File: src/rtl/mips_16_mem_arbiter.sv
// -----------------------------------------------------------------------------
// mips_16_mem_arbiter
//
// Shares one unified single-port 16-bit memory between the instruction-fetch
// port (if_*) and the load/store port (ls_*). Each accepted request is run
// through a fixed MEM_LAT-cycle memory access, followed by a one-cycle DONE
// turnaround, with a registered grant pulse at the start and a registered
// valid pulse at the end.
//
// Parameters:
//   MEM_LAT  memory access cycles per transaction (1..15)
//   AW       address width
//   DW       data width
//
// Ports:
//   clk, reset                 clock, asynchronous active-high reset
//   if_req/if_addr             fetch request (read only)
//   if_gnt/if_valid/if_rdata   fetch accept pulse, completion pulse, held data
//   ls_req/ls_we/ls_addr/ls_wdata   load/store request
//   ls_gnt/ls_valid/ls_rdata   load/store accept, completion, held load data
//   mem_en/mem_we/mem_addr/mem_wdata/mem_rdata   memory macro interface
//   busy                       high whenever the sequencer is not IDLE
//
// Configuration macro:
//   MEM_ARB_RR_EN  defined   -> round-robin between ports on simultaneous
//                               requests (pointer records the last owner)
//                  undefined -> fixed priority, load/store over fetch
// -----------------------------------------------------------------------------
module mips_16_mem_arbiter #(
    parameter int MEM_LAT = 2,
    parameter int AW      = 16,
    parameter int DW      = 16
) (
    input  logic          clk,
    input  logic          reset,
    input  logic          if_req,
    input  logic [AW-1:0] if_addr,
    output logic          if_gnt,
    output logic          if_valid,
    output logic [DW-1:0] if_rdata,
    input  logic          ls_req,
    input  logic          ls_we,
    input  logic [AW-1:0] ls_addr,
    input  logic [DW-1:0] ls_wdata,
    output logic          ls_gnt,
    output logic          ls_valid,
    output logic [DW-1:0] ls_rdata,
    output logic          mem_en,
    output logic          mem_we,
    output logic [AW-1:0] mem_addr,
    output logic [DW-1:0] mem_wdata,
    input  logic [DW-1:0] mem_rdata,
    output logic          busy
);

    typedef enum logic [1:0] {
        IDLE   = 2'd0,
        ACCESS = 2'd1,
        DONE   = 2'd2
    } state_t;

    localparam logic [3:0] CNT_INIT = 4'(MEM_LAT - 1);

    if (MEM_LAT < 1 || MEM_LAT > 15) begin : g_bad_mem_lat
        $error("mips_16_mem_arbiter: MEM_LAT=%0d is outside 1..15", MEM_LAT);
    end

    state_t        state_q, state_d;
    logic [3:0]    cnt_q, cnt_d;
    logic          owner_ls_q, owner_ls_d;
    logic [AW-1:0] addr_q, addr_d;
    logic          we_q, we_d;
    logic [DW-1:0] wdata_q, wdata_d;
    logic          if_gnt_q, if_gnt_d;
    logic          ls_gnt_q, ls_gnt_d;
    logic          if_valid_q, if_valid_d;
    logic          ls_valid_q, ls_valid_d;
    logic [DW-1:0] if_rdata_q, if_rdata_d;
    logic [DW-1:0] ls_rdata_q, ls_rdata_d;
    logic          pick_ls;

`ifdef MEM_ARB_RR_EN
    // rr_ls_q = 1 when the most recent grant went to the load/store port.
    // Reset value 0 (fetch) makes the first tie go to load/store.
    logic rr_ls_q, rr_ls_d;

    assign pick_ls = ls_req && (!if_req || !rr_ls_q);

    always_comb begin
        rr_ls_d = rr_ls_q;
        if (state_q == IDLE && (if_req || ls_req)) begin
            rr_ls_d = pick_ls;
        end
    end

    always_ff @(posedge clk or posedge reset) begin
        if (reset) begin
            rr_ls_q <= 1'b0;
        end else begin
            rr_ls_q <= rr_ls_d;
        end
    end
`else
    assign pick_ls = ls_req;
`endif

    always_comb begin
        state_d    = state_q;
        cnt_d      = cnt_q;
        owner_ls_d = owner_ls_q;
        addr_d     = addr_q;
        we_d       = we_q;
        wdata_d    = wdata_q;
        if_gnt_d   = 1'b0;
        ls_gnt_d   = 1'b0;
        if_valid_d = 1'b0;
        ls_valid_d = 1'b0;
        if_rdata_d = if_rdata_q;
        ls_rdata_d = ls_rdata_q;

        case (state_q)
            IDLE: begin
                if (if_req || ls_req) begin
                    owner_ls_d = pick_ls;
                    addr_d     = pick_ls ? ls_addr : if_addr;
                    we_d       = pick_ls && ls_we;
                    wdata_d    = ls_wdata;
                    cnt_d      = CNT_INIT;
                    if_gnt_d   = !pick_ls;
                    ls_gnt_d   = pick_ls;
                    state_d    = ACCESS;
                end
            end
            ACCESS: begin
                if (cnt_q == 4'd0) begin
                    // Read data is only valid in the last enabled cycle;
                    // stores leave both read-data registers untouched.
                    if (!owner_ls_q) begin
                        if_rdata_d = mem_rdata;
                    end else if (!we_q) begin
                        ls_rdata_d = mem_rdata;
                    end
                    if_valid_d = !owner_ls_q;
                    ls_valid_d = owner_ls_q;
                    state_d    = DONE;
                end else begin
                    cnt_d = cnt_q - 4'd1;
                end
            end
            DONE: begin
                state_d = IDLE;
            end
            default: begin
                state_d = IDLE;
            end
        endcase
    end

    always_ff @(posedge clk or posedge reset) begin
        if (reset) begin
            state_q    <= IDLE;
            cnt_q      <= 4'd0;
            if_gnt_q   <= 1'b0;
            ls_gnt_q   <= 1'b0;
            if_valid_q <= 1'b0;
            ls_valid_q <= 1'b0;
            if_rdata_q <= '0;
            ls_rdata_q <= '0;
        end else begin
            state_q    <= state_d;
            cnt_q      <= cnt_d;
            if_gnt_q   <= if_gnt_d;
            ls_gnt_q   <= ls_gnt_d;
            if_valid_q <= if_valid_d;
            ls_valid_q <= ls_valid_d;
            if_rdata_q <= if_rdata_d;
            ls_rdata_q <= ls_rdata_d;
        end
    end

    // Latched transaction; only observed while in ACCESS, so no reset needed.
    always_ff @(posedge clk) begin
        owner_ls_q <= owner_ls_d;
        addr_q     <= addr_d;
        we_q       <= we_d;
        wdata_q    <= wdata_d;
    end

    // Memory outputs are decoded from the state flop so an asynchronous reset
    // removes them in the same cycle.
    assign mem_en    = (state_q == ACCESS);
    assign mem_we    = mem_en && we_q;
    assign mem_addr  = mem_en ? addr_q  : '0;
    assign mem_wdata = mem_en ? wdata_q : '0;
    assign busy      = (state_q != IDLE);

    assign if_gnt   = if_gnt_q;
    assign ls_gnt   = ls_gnt_q;
    assign if_valid = if_valid_q;
    assign ls_valid = ls_valid_q;
    assign if_rdata = if_rdata_q;
    assign ls_rdata = ls_rdata_q;

endmodule

File: config.mk
export PLATFORM = sky130hd
export DESIGN_NAME = mips_16_mem_arbiter
export DESIGN_NICKNAME = d
export VERILOG_FILES = /design/src/rtl/mips_16_mem_arbiter.sv
export SDC_FILE = /design/constraint.sdc
export NUM_CORES = 1
export LEC_CHECK = 0
export ABC_AREA = 1
export BUFFER_PORTS_ARGS = -buffer_cell sky130_fd_sc_hd__buf_4
export CELL_PAD_IN_SITES_DETAIL_PLACEMENT = 0
export CELL_PAD_IN_SITES_GLOBAL_PLACEMENT = 1
export CORE_UTILIZATION = 30
export CTS_CLUSTER_DIAMETER = 100
export DETAILED_ROUTE_END_ITERATION = 8
export HOLD_SLACK_MARGIN = 0.06
export PLACE_DENSITY_LB_ADDON = 0.05
export RECOVER_POWER = 50
export SYNTH_ARGS = -nofsm -noshare
export SYNTH_HDL_FRONTEND = slang
export SYNTH_SLANG_ARGS = --single-unit
export TNS_END_PERCENT = 30
File: constraint.sdc
create_clock -name clk -period 1.6 [get_ports clk]
set_input_delay 0.16 -clock clk [delete_from_list [all_inputs] [get_ports clk]]
set_output_delay 0.16 -clock clk [all_outputs]
set_load 0.03 [all_outputs]
### After elaboration in Yosys (flattened, before gate mapping)

Cells that the tools add are included.

| cells by class | value |
|---|---|
| add/subtract/negate cells | 1 |
| equal/unequal tests | 4 |
| multiplexer cells | 17 |
| bitwise gates (word level) | 2 |
| reduce and logical (&&, ||, !) cells | 14 |

Operators by type and width:

| operator | count |
|---|---|
| 16-bit two-way mux | 3 |
| 1-bit two-way mux | 8 |
| 4-bit two-way mux | 2 |
| 4-bit case mux with 2 select lines | 1 |
| 3-bit AND reduction | 2 |
| 4-bit zero test | 1 |
| 2-bit two-way mux | 2 |
| 2-bit inequality test (second input constant) | 2 |
| 2-bit case mux with 2 select lines | 1 |
| 2-bit AND reduction | 2 |
| 4-bit AND reduction | 1 |
| 2-bit nonzero test | 2 |
| 4-bit by 1-bit subtractor with 4-bit output (second input constant) | 1 |
| 2-bit by 1-bit equality test with 1-bit output (second input constant) | 1 |
| 1-bit logical AND | 2 |
| 1-bit zero test | 2 |
| 2-bit zero test | 1 |
| 2-bit by 1-bit inequality test with 1-bit output (second input constant) | 1 |
| 1-bit inverter | 2 |
| 1-bit logical OR | 1 |

| word-level totals | value |
|---|---|
| register bits after elaboration | 76 |
| output and inout port bits | 71 |
| logic and storage cells | 50 |

### Longest topological paths before layout

| depth | value |
|---|---|
| word-level depth | 3 |
| mapped depth | 9 |

### Least setup slack after synthesis

Ideal clock, no wire load.

| path | value |
|---|---|
| kind | reg-to-reg |
| start point | register state_q[1] |
| end point | register addr_q[0] (enable) |
| setup time | 389 ps |
| arrival time | 1,304 ps |
| required time | 1,211 ps |
| slack | -94 ps |
| cell stages (with the launch flop) | 4 |
| period minus slack after synthesis | 1,694 ps |
| path through | dfrtp_1 -> nor2_1 -> o21ai_1 -> inv_1 |

| between the ends | value |
|---|---|
| longest elaborated chain between the ends | 2 |

Ends and longest elaborated chain:

| item | RTL line | source |
|---|---|---|
| start: declaration | 68 | `state_t state_q, state_d;` |
| start signal: assignment | 170 | `state_q <= state_d;` |
| 2-bit zero test | 121 | `case (state_q)` |
| 2-bit AND reduction (no line) | - |  |
| end signal: assignment | 184 | `addr_q <= addr_d;` |
| end: declaration | 71 | `logic [AW-1:0] addr_q, addr_d;` |

Every way passes these cells.
A chain may end at the register's enable or synchronous reset.

### Worst setup path after layout

| path | value |
|---|---|
| start point | register state_q[1] |
| end point | output mem_addr[13] |

| between the ends | value |
|---|---|
| longest elaborated chain between the ends | 2 |

Ends and longest elaborated chain:

| item | RTL line | source |
|---|---|---|
| 2-bit by 1-bit equality test with 1-bit output | 191 | `assign mem_en = (state_q == ACCESS);` |
| 16-bit two-way mux | 193 | `assign mem_addr = mem_en ? addr_q : '0;` |
| end: declaration | 50 | `output logic [AW-1:0] mem_addr,` |

Every way passes these cells.

==> qor.yml <==
final_layout:
  layout_commonest_cell: "nand2_1"
  layout_common_cells: "157 x nand2_1, 122 x buf_4, 42 x dfrtp_1"
  fin_util_pct: 49.7
  num-nets-final: 611
  layout-drive-gt1-share_pct: 34.3
  antenna_cells: 0
  syn_to_final_growth_pct: 60.1
sta:
  drv_slew: 0
  hold_viol_final: 0
  skew_ns: 0.0136
  fin_crit_sh_pct: 98.1
  rsz0062_at_grt: "yes"
  relSlewSlack_pct: 50.5
  fmax_mhz: 637
  setup_viol: 0
  period_minus_slack_ns: 1.57
  tightest_slew_ns: 0.738
  setup_slack_ns: 0.0303
synth:
  netlist.area_leader.share_pct: 32.6
  ys_types: 20
  yosys-top-cells-area: "dfrtp_1 33%, edfxtp_1 32%, nand2_1 18%"
  synth_area_per_cell_um2: 9.26
  synth_flop_cell: "dfrtp_1"
  yosysWarningCount: 0
  syn_area_um2: 3220
  synthArstFlopShare_pct: 55.3
  netlist_instances: 348
  ys_seq_area_share_pct: 64.3
  synth_top_cell_by_area: "dfrtp_1"
  ys_ff_latch: 76
  synth_edf_count: 34
  syn_nets: 419
die:
  die_w_um: 106
  std_cell_rows: 37
  io_pins: 140
  initial_core_util_pct: 31.1
  fp.dieH_um: 106
  fp.coreArea_um2: 10400
  die_area_um2: 11200
worst_setup_path:
  cp_cell_sequence: "nor2_4 > inv_4 > buf_8 > nor2_1 > buf_4"
  arrival_ns: 1.41
  end_kind: "primary output"
  crit_fanout: 14
  crit_required_ns: 1.44
  reg2reg_from: "state_q[1]"
  start_kind: "flop"
  cp_slowest_cell: "dfrtp_1"
  crit_path_start: "state_q[1]"
  cpPeakStageDelay_ns: 0.41
  path_class: "reg2out"
routing:
  antenna_left: 0
  dr.pass1.iters: 5
  drt_iter0_markers: 118
  num_vias: 2758
  drt_wl_total_mm: 7.72
  drcViolationCount: 0
  vias_per_cell: 4.05
  route.detailed.wl_per_inst_um: 11.3
clock_tree:
  clock_latency_ns: 0.34
  htreeDepth: 3
  cts_sinks: 76
  path_clk_slew_ns: 0.08
  cts-root-buf: "clkbuf_8"
  clockBufferDepth: 2
  cts_tree: "yes"
  cts_buffers: 9
outcome:
  run_status: "finished clean"
grt:
  antenna_found_initial: 0
  grt_max_degree: 28
  grt_first_pass_wirelength_mm: 12.1
  grtUsageTotal_pct: 14.2
  grt_pass1_vias: 2503
  overflow: 0
placed_design:
  pre_cts_ws_ns: 0.137
  post-dp-hpwl_mm: 5.33
  gp_congestion: 0.698
  port_buffers: 139
flow_run:
  drv_cap: 0
power:
  power_density_nw_per_um2: 2020
  leakage_nw: 2.66
  ir_drop_mv: 0.784
worst_hold_path:
  hp-start: "if_addr[15]"
  holdCritPathClass: "in2reg"
## through the flow
stage                     hold WS, ns  setup TNS, ns  cell area (um^2)  power, W  std cells
final                          0.0797              0              5160    0.0104        681
after global routing           0.0661         -0.603              5160    0.0111        681
after CTS                      0.0602              0              5110    0.0105        679
after detailed placement        0.239              0              4470   0.00869        622
after global placement          0.231              0              4470   0.00865        622
after floorplan                 0.259          -2.53              3230   0.00661        348
## metal layers
| metal | vias to the layer above | wire length [um] | global-route usage (%) |
|---|---|---|---|
| met5 | - | 0 | 0 |
| met4 | 0 | 139 | 7.04 |
| met3 | 12 | 495 | 3.59 |
| met2 | 92 | 3570 | 22.1 |
| met1 | 1222 | 3510 | 18.4 |
| li1 | 1432 | - | - |
## what timing repair did
item                       CTS  global route
hold endpoints to repair    73             0
setup buffers                1             2
pin swaps                    1             1
setup endpoints to repair   33            45
hold buffers                40             0
gates resized for setup      7            14
## sequential cells by signal (all words and copies together), names as in the netlist
register	flops
addr_q	16
if_rdata	16
ls_rdata	16
wdata_q	16
cnt_q	4
state_q	2
if_gnt	1
if_valid	1
ls_gnt	1
ls_valid	1
owner_ls_q	1
we_q	1
## cells by family after synthesis
| group | Yosys count | synth area share [%] |
|---|---|---|
| flip-flops | 76 | 64.3 |
| adder cells (fa/ha/maj) | 2 | 0.777 |
| buffers and inverters | 57 | 7.69 |
| AO/OA/AOI/OAI | 5 | 0.776 |
| AND/OR/NAND/NOR | 208 | 26.4 |
## where the power goes
group	total [W]	leakage (nW)	switching, W	internal, W
Sequential	0.00327	0.838	0.000365	0.00290
Clock	0.00152	0.106	0.000713	0.000810
Combinational	0.00564	1.72	0.00356	0.00208
## worst max-delay path, delay by kind of cell (launching register included)
family	cells	cell delay [ns]
simple gates	2	0.25
buf+inv	3	0.41
flops	1	0.41
## path summary, 6_finish.rpt
| check | slack [ns] | endpoint | cells past startpoint |
|---|---|---|---|
| worst min register to register | 0.48 | ls_rdata[8] | 2 |
| worst max register to register | 0.14 | wdata_q[9] | 5 |
| max in group asynchronous | 0.60 | if_rdata[6] | 4 |
| worst max-delay path | 0.03 | mem_addr[13] | 5 |
| min in group asynchronous | 0.41 | cnt_q[0] | 3 |
| worst min-delay path | 0.08 | addr_q[15] | 3 |
## area by class of cell
class / count / area, um^2
clock buffer: 11 / 151
sequential: 76 / 2070
inverter: 46 / 181
multi-input combinational: 215 / 920
clock inverter: 5 / 57.6
fill: 987 / 5210
tap: 136 / 170
timing repair buffer: 192 / 1610
## Yosys cell counts, types with 2 or more instances
library cell and n:
buf_2 7, buf_6 3, dfrtp_1 42, edfxtp_1 34, ha_1 2, inv_1 40
inv_2 4, nand2_1 157, nand3_1 3, nand3_4 2, nor2_1 40, nor2_4 4
o21ai_1 3
No activity file was read; power rests on OpenSTA's default activity.
